[src/rtl/cla_pkg.sv]
// Shared definitions for the sequential nibble-serial carry-lookahead adder.
package cla_pkg;

    // Width of one carry-lookahead slice; the datapath walks WIDTH in steps of this.
    localparam int SLICE_W = 4;

    // Controller states: waiting for operands, stepping nibbles, holding a result.
    typedef enum logic [1:0] {
        IDLE = 2'd0,
        RUN  = 2'd1,
        DONE = 2'd2
    } state_t;

    // Bits needed to count NIB slice passes; never less than one bit so a
    // single-nibble instance still has a legal counter.
    function automatic int cnt_width(input int nib);
        return (nib > 1) ? $clog2(nib) : 1;
    endfunction

endpackage

[src/rtl/cla4_slice.sv]
// Combinational 4-bit carry-lookahead slice: propagate/generate per bit,
// all internal carries expanded directly from c_in rather than rippled.
module cla4_slice
    import cla_pkg::*;
(
    input  logic [SLICE_W-1:0] a,
    input  logic [SLICE_W-1:0] b,
    input  logic               c_in,
    output logic [SLICE_W-1:0] s,
    output logic               c_out
);

    logic [SLICE_W-1:0] p;
    logic [SLICE_W-1:0] g;
    logic               c1;
    logic               c2;
    logic               c3;

    assign p = a ^ b;
    assign g = a & b;

    // Each carry is a flat sum of products so no carry waits on the previous one.
    assign c1    = g[0] | (p[0] & c_in);
    assign c2    = g[1] | (p[1] & g[0]) | (p[1] & p[0] & c_in);
    assign c3    = g[2] | (p[2] & g[1]) | (p[2] & p[1] & g[0])
                 | (p[2] & p[1] & p[0] & c_in);
    assign c_out = g[3] | (p[3] & g[2]) | (p[3] & p[2] & g[1])
                 | (p[3] & p[2] & p[1] & g[0])
                 | (p[3] & p[2] & p[1] & p[0] & c_in);

    assign s = p ^ {c3, c2, c1, c_in};

endmodule

[src/rtl/cla_seq_ctrl.sv]
// Sequential add/subtract unit: operands are captured on accept, then one
// nibble per clock is pushed through a single 4-bit CLA slice, LSB first.
// A valid/ready handshake on both sides allows back-to-back operation.
module cla_seq_ctrl
    import cla_pkg::*;
#(
    parameter int WIDTH = 32
) (
    input  logic             clk,
    input  logic             rst_n,
    input  logic             in_valid,
    output logic             in_ready,
    input  logic [WIDTH-1:0] a,
    input  logic [WIDTH-1:0] b,
    input  logic             op_sub,
    output logic             out_valid,
    input  logic             out_ready,
    output logic [WIDTH-1:0] sum,
    output logic             c_out,
    output logic             ovf
);

    localparam int               NIB   = WIDTH / SLICE_W;
    localparam int               CNT_W = cnt_width(NIB);
    localparam logic [CNT_W-1:0] LAST  = CNT_W'(NIB - 1);

    state_t             state;
    state_t             state_nxt;

    logic [WIDTH-1:0]   a_r;
    logic [WIDTH-1:0]   b_r;       // already inverted for subtract
    logic [WIDTH-1:0]   sum_r;
    logic               carry;
    logic [CNT_W-1:0]   cnt;
    logic               c_out_r;
    logic               ovf_r;

    logic               accept;
    logic               last_nib;
    logic [SLICE_W-1:0] a_nib;
    logic [SLICE_W-1:0] b_nib;
    logic [SLICE_W-1:0] s_nib;
    logic               c_nib;

    assign accept   = in_valid && in_ready;
    assign last_nib = (cnt == LAST);
    assign a_nib    = a_r[cnt*SLICE_W +: SLICE_W];
    assign b_nib    = b_r[cnt*SLICE_W +: SLICE_W];

    cla4_slice u_slice (
        .a     (a_nib),
        .b     (b_nib),
        .c_in  (carry),
        .s     (s_nib),
        .c_out (c_nib)
    );

    // State register; reset forces IDLE immediately.
    always_ff @(posedge clk or negedge rst_n) begin
        // NOTE: sequential state uses <= so every flop samples pre-edge values.
        if (!rst_n) begin
            state <= IDLE;
        end else begin
            state <= state_nxt;
        end
    end

    // Next-state logic; DONE can chain straight into RUN on a same-edge accept.
    always_comb begin
        // NOTE: default first so no path through the case leaves state_nxt unassigned (no latch).
        state_nxt = state;
        unique case (state)
            IDLE:    if (accept)   state_nxt = RUN;
            RUN:     if (last_nib) state_nxt = DONE;
            DONE:    if (out_ready) state_nxt = accept ? RUN : IDLE;
            default: state_nxt = IDLE;
        endcase
    end

    // Handshake outputs decoded from the current state.
    always_comb begin
        in_ready  = 1'b0;
        out_valid = 1'b0;
        unique case (state)
            IDLE:    in_ready = 1'b1;
            RUN:     in_ready = 1'b0;
            DONE:    begin
                         in_ready  = out_ready;
                         out_valid = 1'b1;
                     end
            default: in_ready = 1'b0;
        endcase
    end

    // Operand capture on accept, then one slice pass per cycle while in RUN.
    always_ff @(posedge clk or negedge rst_n) begin
        if (!rst_n) begin
            a_r     <= '0;
            b_r     <= '0;
            sum_r   <= '0;
            carry   <= 1'b0;
            cnt     <= '0;
            c_out_r <= 1'b0;
            ovf_r   <= 1'b0;
        end else if (accept) begin
            a_r   <= a;
            b_r   <= op_sub ? ~b : b;
            sum_r <= '0;
            carry <= op_sub;          // +1 of the two's-complement negate
            cnt   <= '0;
        end else if (state == RUN) begin
            sum_r[cnt*SLICE_W +: SLICE_W] <= s_nib;
            carry                         <= c_nib;
            cnt                           <= last_nib ? '0 : cnt + 1'b1;
            if (last_nib) begin
                c_out_r <= c_nib;
                ovf_r   <= (a_nib[SLICE_W-1] == b_nib[SLICE_W-1])
                        && (s_nib[SLICE_W-1] != a_nib[SLICE_W-1]);
            end
        end
    end

    assign sum   = sum_r;
    assign c_out = c_out_r;
    assign ovf   = ovf_r;

endmodule

[config.mk]
export PLATFORM = sky130hd
export DESIGN_NAME = cla_seq_ctrl
export DESIGN_NICKNAME = d
export VERILOG_FILES = /design/src/rtl/cla_pkg.sv /design/src/rtl/cla4_slice.sv /design/src/rtl/cla_seq_ctrl.sv
export SDC_FILE = /design/constraint.sdc
export NUM_CORES = 1
export LEC_CHECK = 0
export BUFFER_PORTS_ARGS = -buffer_cell sky130_fd_sc_hd__clkbuf_2
export CAP_MARGIN = 20
export CORE_MARGIN = 2
export CORE_UTILIZATION = 55
export CTS_BUF_LIST = sky130_fd_sc_hd__clkbuf_8 sky130_fd_sc_hd__clkbuf_16
export CTS_CLUSTER_DIAMETER = 150
export DETAILED_ROUTE_END_ITERATION = 16
export PLACE_DENSITY = 0.83
export REMOVE_ABC_BUFFERS = 1
export SYNTH_ARGS = -nofsm -noshare
export SYNTH_HDL_FRONTEND = slang
export SYNTH_SLANG_ARGS = --single-unit
[constraint.sdc]
create_clock -name clk -period 3.3 [get_ports clk]
set_clock_uncertainty 0.15 [all_clocks]
set_input_delay 0.495 -clock clk [delete_from_list [all_inputs] [get_ports clk]]
set_output_delay 0.495 -clock clk [all_outputs]
set_load 0.03 [all_outputs]
==> metrics, run 1 <==
sink count of the clock tree=~100; Synth warnings=0; die area=10000 um2; Peak Freq=roughly 340 MHz; number of global-route vias before repair=between 3000 and 4000; First DRT Iteration DRCs=between 150 and 200; leading post-synthesis cells by cell area=sky130_fd_sc_hd__dfrtp_1, sky130_fd_sc_hd__nand2_1, sky130_fd_sc_hd__mux4_2; Worst Tran Pin Value=slightly above 1 ns; total vias in the final route=3862; Worst-Skew Late Latency=around 0.37 ns; Main synth FF type=sky130_fd_sc_hd__dfrtp_1; starting density of the core=55.7%; arrival time worst endpoint=3.11 ns; global-route usage over all layers=a little under a quarter; number of post-CTS setup repair buffers=0; worst hold slack across all endpoints=0.154 ns; Max clock buf depth=2; total count of max-transition violations in the final report=0; Layout fillers=735; synthesized area per cell=10.2 um2; top fanout value on the critical path=14; Hold Violations, Final=0; length in cells of the worst reg-to-reg path=9; Site Rows=35; average detailed-routed wire length per instance=15.4 um; combined area of the multi-input logic cells=2340 um2; aggregate routed wire length=~11000 um; number of antenna violations at the first check in global routing=0; Gate Count Post-Synth=approximately 500; number of clock buffers inserted by TritonCTS=9; H-tree Lvls=3; Post-synth ARST share=100%; number of search-and-repair iterations in the first detailed-routing pass=4; part of the cycle the worst path needs=89.3%; routability congestion estimate from global placement=about 0.82; remaining max-slew budget at the tightest pin=between 30% and 40%; largest net degree at the start of global routing=70; Vias per Instance=5.44; total DRC errors in the routed layout=0; clock transition time at the flip-flop clock pins of the worst setup and hold paths=0.09 ns; Seq. cell area=roughly 2600 um2; number of synthesized flops with an enable pin=0; Final Critical Period=slightly below 3 ns; top post-synthesis cells by count=sky130_fd_sc_hd__nand2_1, sky130_fd_sc_hd__dfrtp_1, sky130_fd_sc_hd__o21ai_0; height of the chip=100 um; sequential-to-total area share from yosys stat=roughly half; status=completed; post-synth cell types=43; data required time at the worst endpoint=3.46 ns; kind of launch point of the worst setup path=flip-flop; static leakage power=2.96 nW; P per Cell Area=1050 nW/um2; peak ir drop on the vdd network=454 uV; number of buffer cells added on primary ports=104; core area=9110 um2; most repeated cell in the gate-level netlist after synthesis=sky130_fd_sc_hd__nand2_1; Congestion Overflow GR=0; count of antenna-violating nets left after detailed routing=0; netlist area before placement=5070 um2; width of the die=100 um; Critical Path End Type=flip-flop; flops & latches, synth=104; post-synth top area cell=sky130_fd_sc_hd__dfrtp_1; Worst Hold Depth=3; fraction of synthesized cell area taken by the top area cell type=51.3%; Max-Cap Viols=0; Tot Pwr=just over 6 mW; startpoint-to-endpoint class of the critical path=flip-flop to flip-flop; boundary pin count=105; min-delay worst type=input pin to flip-flop; Final HPWL DP=between 8000 and 9000 um; number of setup violations in the final report=0; clock tree from TritonCTS=done; cell at the root of the clock tree=sky130_fd_sc_hd__clkbuf_8; fraction of final layout cells sized beyond drive strength 1=26.0%; RSZ-0062 raised after global routing=no; wire length of the first global-routing pass=18500 um; nets@finish=between 600 and 700; area growth from synthesis to final layout=16.7%; antenna diode instance count=0
## critical path, cell delays in order, from the launching register on
cell and delay, ns:
sky130_fd_sc_hd__dfrtp_1 0.36, sky130_fd_sc_hd__buf_4 0.28, sky130_fd_sc_hd__mux4_2 0.55, sky130_fd_sc_hd__nand2_1 0.08, sky130_fd_sc_hd__nand2_1 0.11, sky130_fd_sc_hd__ha_1 0.34
sky130_fd_sc_hd__a21o_1 0.16, sky130_fd_sc_hd__a21oi_1 0.25, sky130_fd_sc_hd__xnor2_1 0.34, sky130_fd_sc_hd__a32o_1 0.26
## stage by stage
step / instance area [um2] / util, % / cells / setup slack (ns) / TNS [ns]
2_1_floorplan: 4940 / - / 469 / -0.265 / -1.79
3_3_place_gp: 5670 / 62.3 / 692 / 0.393 / 0
3_5_place_dp: 5700 / 62.6 / 693 / 0.262 / 0
4_1_cts: 5910 / 64.9 / 710 / 0.176 / 0
5_1_grt: 5920 / 65.0 / 710 / 0.133 / 0
6_report: 5920 / 65.0 / 710 / 0.354 / 0
## cells by family (layout without fill, tap and decap cells)
| family | after synthesis | in the layout | synth area share (%) |
|---|---|---|---|
| and+or+nand+nor | 211 | 211 | 18.1 |
| DFF | 104 | 104 | 51.3 |
| AOI/OAI and AO/OA | 78 | 78 | 9.75 |
| xor gates and xnor gates | 39 | 39 | 6.74 |
| buffers and inverters | 34 | 135 | 2.99 |
| muxes | 19 | 19 | 7.72 |
| adders and majority gates | 13 | 13 | 3.36 |
## state kept, by name (all words and copies together) (netlist names)
register and count:
a_r 32, sum 32, state 2, c_out 1
carry 1, ovf 1, b_r 32, cnt 3
## routing by layer
metal	global-route usage [%]	wire length, um
met1	32.8	4910
met2	38.1	5200
met3	3.62	592
met4	8.32	206
met5	0	0
## final cells by class
class | instances | area share, %
inverters | 5 | 0.317
multi-input cells | 360 | 39.5
well taps | 111 | 2.35
clock buffers | 11 | 2.56
flip-flops and latches | 104 | 44.0
repair buffers | 114 | 10.5
clock inverters | 5 | 0.804
## worst paths after layout
check | slack (ns) | end | start
min in group asynchronous | 0.44 | sum[2] | rst_n
max in group asynchronous | 1.73 | b_r[17] | rst_n
setup reg to reg | 0.35 | sum[26] | cnt[0]
hold / removal | 0.15 | a_r[1] | a[1]
setup / recovery | 0.35 | sum[26] | cnt[0]
hold reg to reg | 0.33 | a_r[20] | a_r[20]
## layout by cell type (no fill, tap or decap), types with 3 or more instances in the layout
cell / n
sky130_fd_sc_hd__xnor2_1: 36
sky130_fd_sc_hd__a21oi_1: 6
sky130_fd_sc_hd__inv_1: 6
sky130_fd_sc_hd__dfrtp_1: 104
sky130_fd_sc_hd__nor2_1: 9
sky130_fd_sc_hd__a22o_1: 3
sky130_fd_sc_hd__a32o_1: 11
sky130_fd_sc_hd__ha_1: 12
sky130_fd_sc_hd__buf_4: 9
sky130_fd_sc_hd__clkbuf_2: 103
sky130_fd_sc_hd__o21ai_0: 49
sky130_fd_sc_hd__mux4_2: 16
sky130_fd_sc_hd__clkbuf_8: 11
sky130_fd_sc_hd__o31ai_1: 3
sky130_fd_sc_hd__nand3_1: 14
sky130_fd_sc_hd__nand2_1: 161
sky130_fd_sc_hd__and2_1: 3
## repair_timing
action,CTS,global route
setup endpoints to repair,0,1
gates resized for setup,0,1
endpoints found under the hold margin,28,0
hold buffers,1,0
## power breakdown
part           total [mW]  switching, mW  internal [mW]
Combinational        3.22           2.00           1.22
Sequential           2.18          0.372           1.81
Clock               0.796          0.412          0.385
Total                6.20           2.78           3.42
No activity file was read; power rests on OpenSTA's default activity.
==> run 2: changes to the inputs <==
Settings changed: SETUP_SLACK_MARGIN set to 0.5.
==> metrics, run 2 (synthesis gave the netlist of run 1 again) <==
Peak Freq=369 MHz (was 339 MHz); number of setup violations in the final report=0 (unchanged); Setup WS post-layout=0.588 ns (was 0.354 ns); min-delay worst type=input pin to flip-flop (unchanged); RSZ-0062 raised after global routing=yes (was no); startpoint-to-endpoint class of the critical path=flip-flop to flip-flop (unchanged); number of antenna violations at the first check in global routing=0 (unchanged); commonest non-fill, non-tap cell in the layout=sky130_fd_sc_hd__nand2_1 (unchanged); data required time at the worst endpoint=3.41 ns (was 3.46 ns); met1 wire length=5040 um (was 4910 um); sequential cell fraction of total power=32.7% (was 35.2%); startpoint of the lowest-slack register-to-register path=cnt[0] (unchanged); starting density of the core=55.7% (unchanged); Worst-Skew Late Latency=0.37 ns (about the same); destination of the worst register-to-register timing path=sum[27] (was sum[26]); commonest non-fill, non-tap cells in the layout=sky130_fd_sc_hd__nand2_1, sky130_fd_sc_hd__dfrtp_1, sky130_fd_sc_hd__clkbuf_2 (unchanged); static leakage power=3.02 nW (was 2.96 nW); global-route usage over all layers=23.7% (was 23.5%); number of clock buffers inserted by TritonCTS=9 (unchanged); total met3 wirelength after detailed routing=577 um (was 592 um); First DRT Iteration DRCs=190 (was 151); height of the chip=100 um (unchanged); Layout Cells excl Fill=721 (was 710); aggregate routed wire length=11100 um (was 10900 um); cell at the root of the clock tree=sky130_fd_sc_hd__clkbuf_8 (unchanged); combined area of the multi-input logic cells=2390 um2 (was 2340 um2); Final Critical Period=2.71 ns (was 2.95 ns); routability congestion estimate from global placement=0.818 (unchanged); Critical Path End Type=flip-flop (unchanged); Hold Violations, Final=0 (unchanged); Final HPWL DP=8060 um (unchanged); startpoint of the tightest hold check path=a[1] (unchanged); switching part of the total power=43.9% (was 44.9%); number of search-and-repair iterations in the first detailed-routing pass=4 (unchanged); Vias per Instance=5.42 (was 5.44); peak ir drop on the vdd network=574 uV (was 454 uV); H-tree Lvls=3 (unchanged); remaining max-slew budget at the tightest pin=33.5% (was 33.0%); combinational fraction of design power=55.4% (was 51.9%); core area=9110 um2 (unchanged); hold worst-path end=a_r[1] (unchanged); total vias in the final route=3907 (was 3862); number of buffer cells added on primary ports=104 (unchanged); design internal power=3.76 mW (was 3.42 mW); worst hold slack across all endpoints=0.156 ns (was 0.154 ns); Met2 Routed Length=5280 um (was 5200 um); length in cells of the worst reg-to-reg path=10 (was 9); arrival time worst endpoint=2.83 ns (was 3.11 ns); Max clock buf depth=2 (unchanged); status=completed (unchanged); Seq. cell area=2600 um2 (about the same); clock tree from TritonCTS=done (unchanged); placed cell count=693 (unchanged); count of antenna-violating nets left after detailed routing=0 (unchanged); Congestion Overflow GR=0 (unchanged); clock network power share=11.9% (was 12.8%); kind of launch point of the worst setup path=flip-flop (unchanged); total count of max-transition violations in the final report=0 (unchanged); average detailed-routed wire length per instance=15.4 um (about the same); Site Rows=35 (unchanged); number of global-route vias before repair=3892 (was 3860); fraction of final layout cells sized beyond drive strength 1=29.0% (was 26.0%); P per Cell Area=1100 nW/um2 (was 1050 nW/um2); wire length of the first global-routing pass=18600 um (was 18500 um); boundary pin count=105 (unchanged); Max-Cap Viols=0 (unchanged); clock transition time at the flip-flop clock pins of the worst setup and hold paths=0.09 ns (about the same); Worst Hold Depth=3 (unchanged); top sig layer=met4 (unchanged); Layout fillers=703 (was 735); Worst Tran Pin Value=0.998 ns (was 1.01 ns); nets@finish=687 (was 676); antenna diode instance count=0 (unchanged); Post-Place Worst Slack=0.262 ns (unchanged); switching pwr=2.94 mW (was 2.78 mW); top fanout value on the critical path=13 (was 14); worst setup slack for register-to-register paths=0.59 ns (was 0.35 ns); sink count of the clock tree=104 (unchanged); largest net degree at the start of global routing=70 (unchanged); width of the die=100 um (unchanged); total DRC errors in the routed layout=0 (unchanged); die area=10000 um2 (unchanged); area growth from synthesis to final layout=19.7% (was 16.7%); part of the cycle the worst path needs=82.2% (was 89.3%)
==> run 2: changes by cell type in the layout (fill, tap and decap cells not counted), sizes merged <==
cell / delta
buf: +11
==> run 2: what timing repair did <==
action	CTS	global route
setup endpoints to repair	20	21
pin swaps	3	3
hold buffers	1	0
resized for setup	9	6
setup buffers	5	6
endpoints found under the hold margin	28	0
==> run 2: layout make-up <==
type	count	area share (%)
Sequential cell	104	42.9
Multi-Input combinational cell	360	39.4
Timing Repair Buffer	125	11.8
Clock buffer	11	2.49
Tap cell	111	2.29
Clock inverter	5	0.783
Inverter	5	0.309
==> run 2: worst max-delay path, cell delays in order (launching register included) <==
cell                       delay (ns)
sky130_fd_sc_hd__dfrtp_1         0.40
sky130_fd_sc_hd__buf_12          0.17
sky130_fd_sc_hd__mux4_2          0.50
sky130_fd_sc_hd__nand2_1         0.08
sky130_fd_sc_hd__nand2_1         0.14
sky130_fd_sc_hd__ha_4            0.26
sky130_fd_sc_hd__a211oi_2        0.20
sky130_fd_sc_hd__o21bai_2        0.13
sky130_fd_sc_hd__xor2_2          0.18
sky130_fd_sc_hd__buf_4           0.16
sky130_fd_sc_hd__a32o_1          0.24
==> run 2: through the flow <==
stage          total power, mW  util [%]  TNS, ns  area, um2
2_1_floorplan             4.41         -    -1.79       4940
5_1_grt                   7.17      66.6        0       6070
3_3_place_gp              5.24      62.3        0       5670
4_1_cts                   6.48      65.7        0       5980
6_report                  6.70      66.6        0       6070
3_5_place_dp              5.41      62.6        0       5700
==> run 2: layer usage <==
layer | up-vias | track usage (%)
li1 | 1896 | -
met1 | 1876 | 33.1
met2 | 115 | 38.3
met3 | 20 | 3.62
met4 | 0 | 8.32
met5 | - | 0
==> run 2: worst max path at each step <==
| stage | slack (ns) | endpoint | cells after the start | start |
|---|---|---|---|---|
| after floorplan | -0.27 | sum[22] | 3 | out_ready |
| after global placement | 0.39 | sum[27] | 9 | cnt[0] |
| after detailed placement | 0.26 | sum[27] | 9 | cnt[0] |
| after CTS | 0.50 | sum[27] | 10 | cnt[0] |
| after global routing | 0.47 | sum[29] | 8 | cnt[0] |
| final | 0.59 | sum[27] | 10 | cnt[0] |
==> run 2: power groups by stage <==
stage	combinational (mW)	sequential, mW	clock, mW
3_5_place_dp	3.20	2.21	0
4_1_cts	3.48	2.19	0.811
6_report	3.71	2.19	0.800
5_1_grt	4.06	2.25	0.861
2_1_floorplan	2.00	2.41	0
3_3_place_gp	3.07	2.17	0
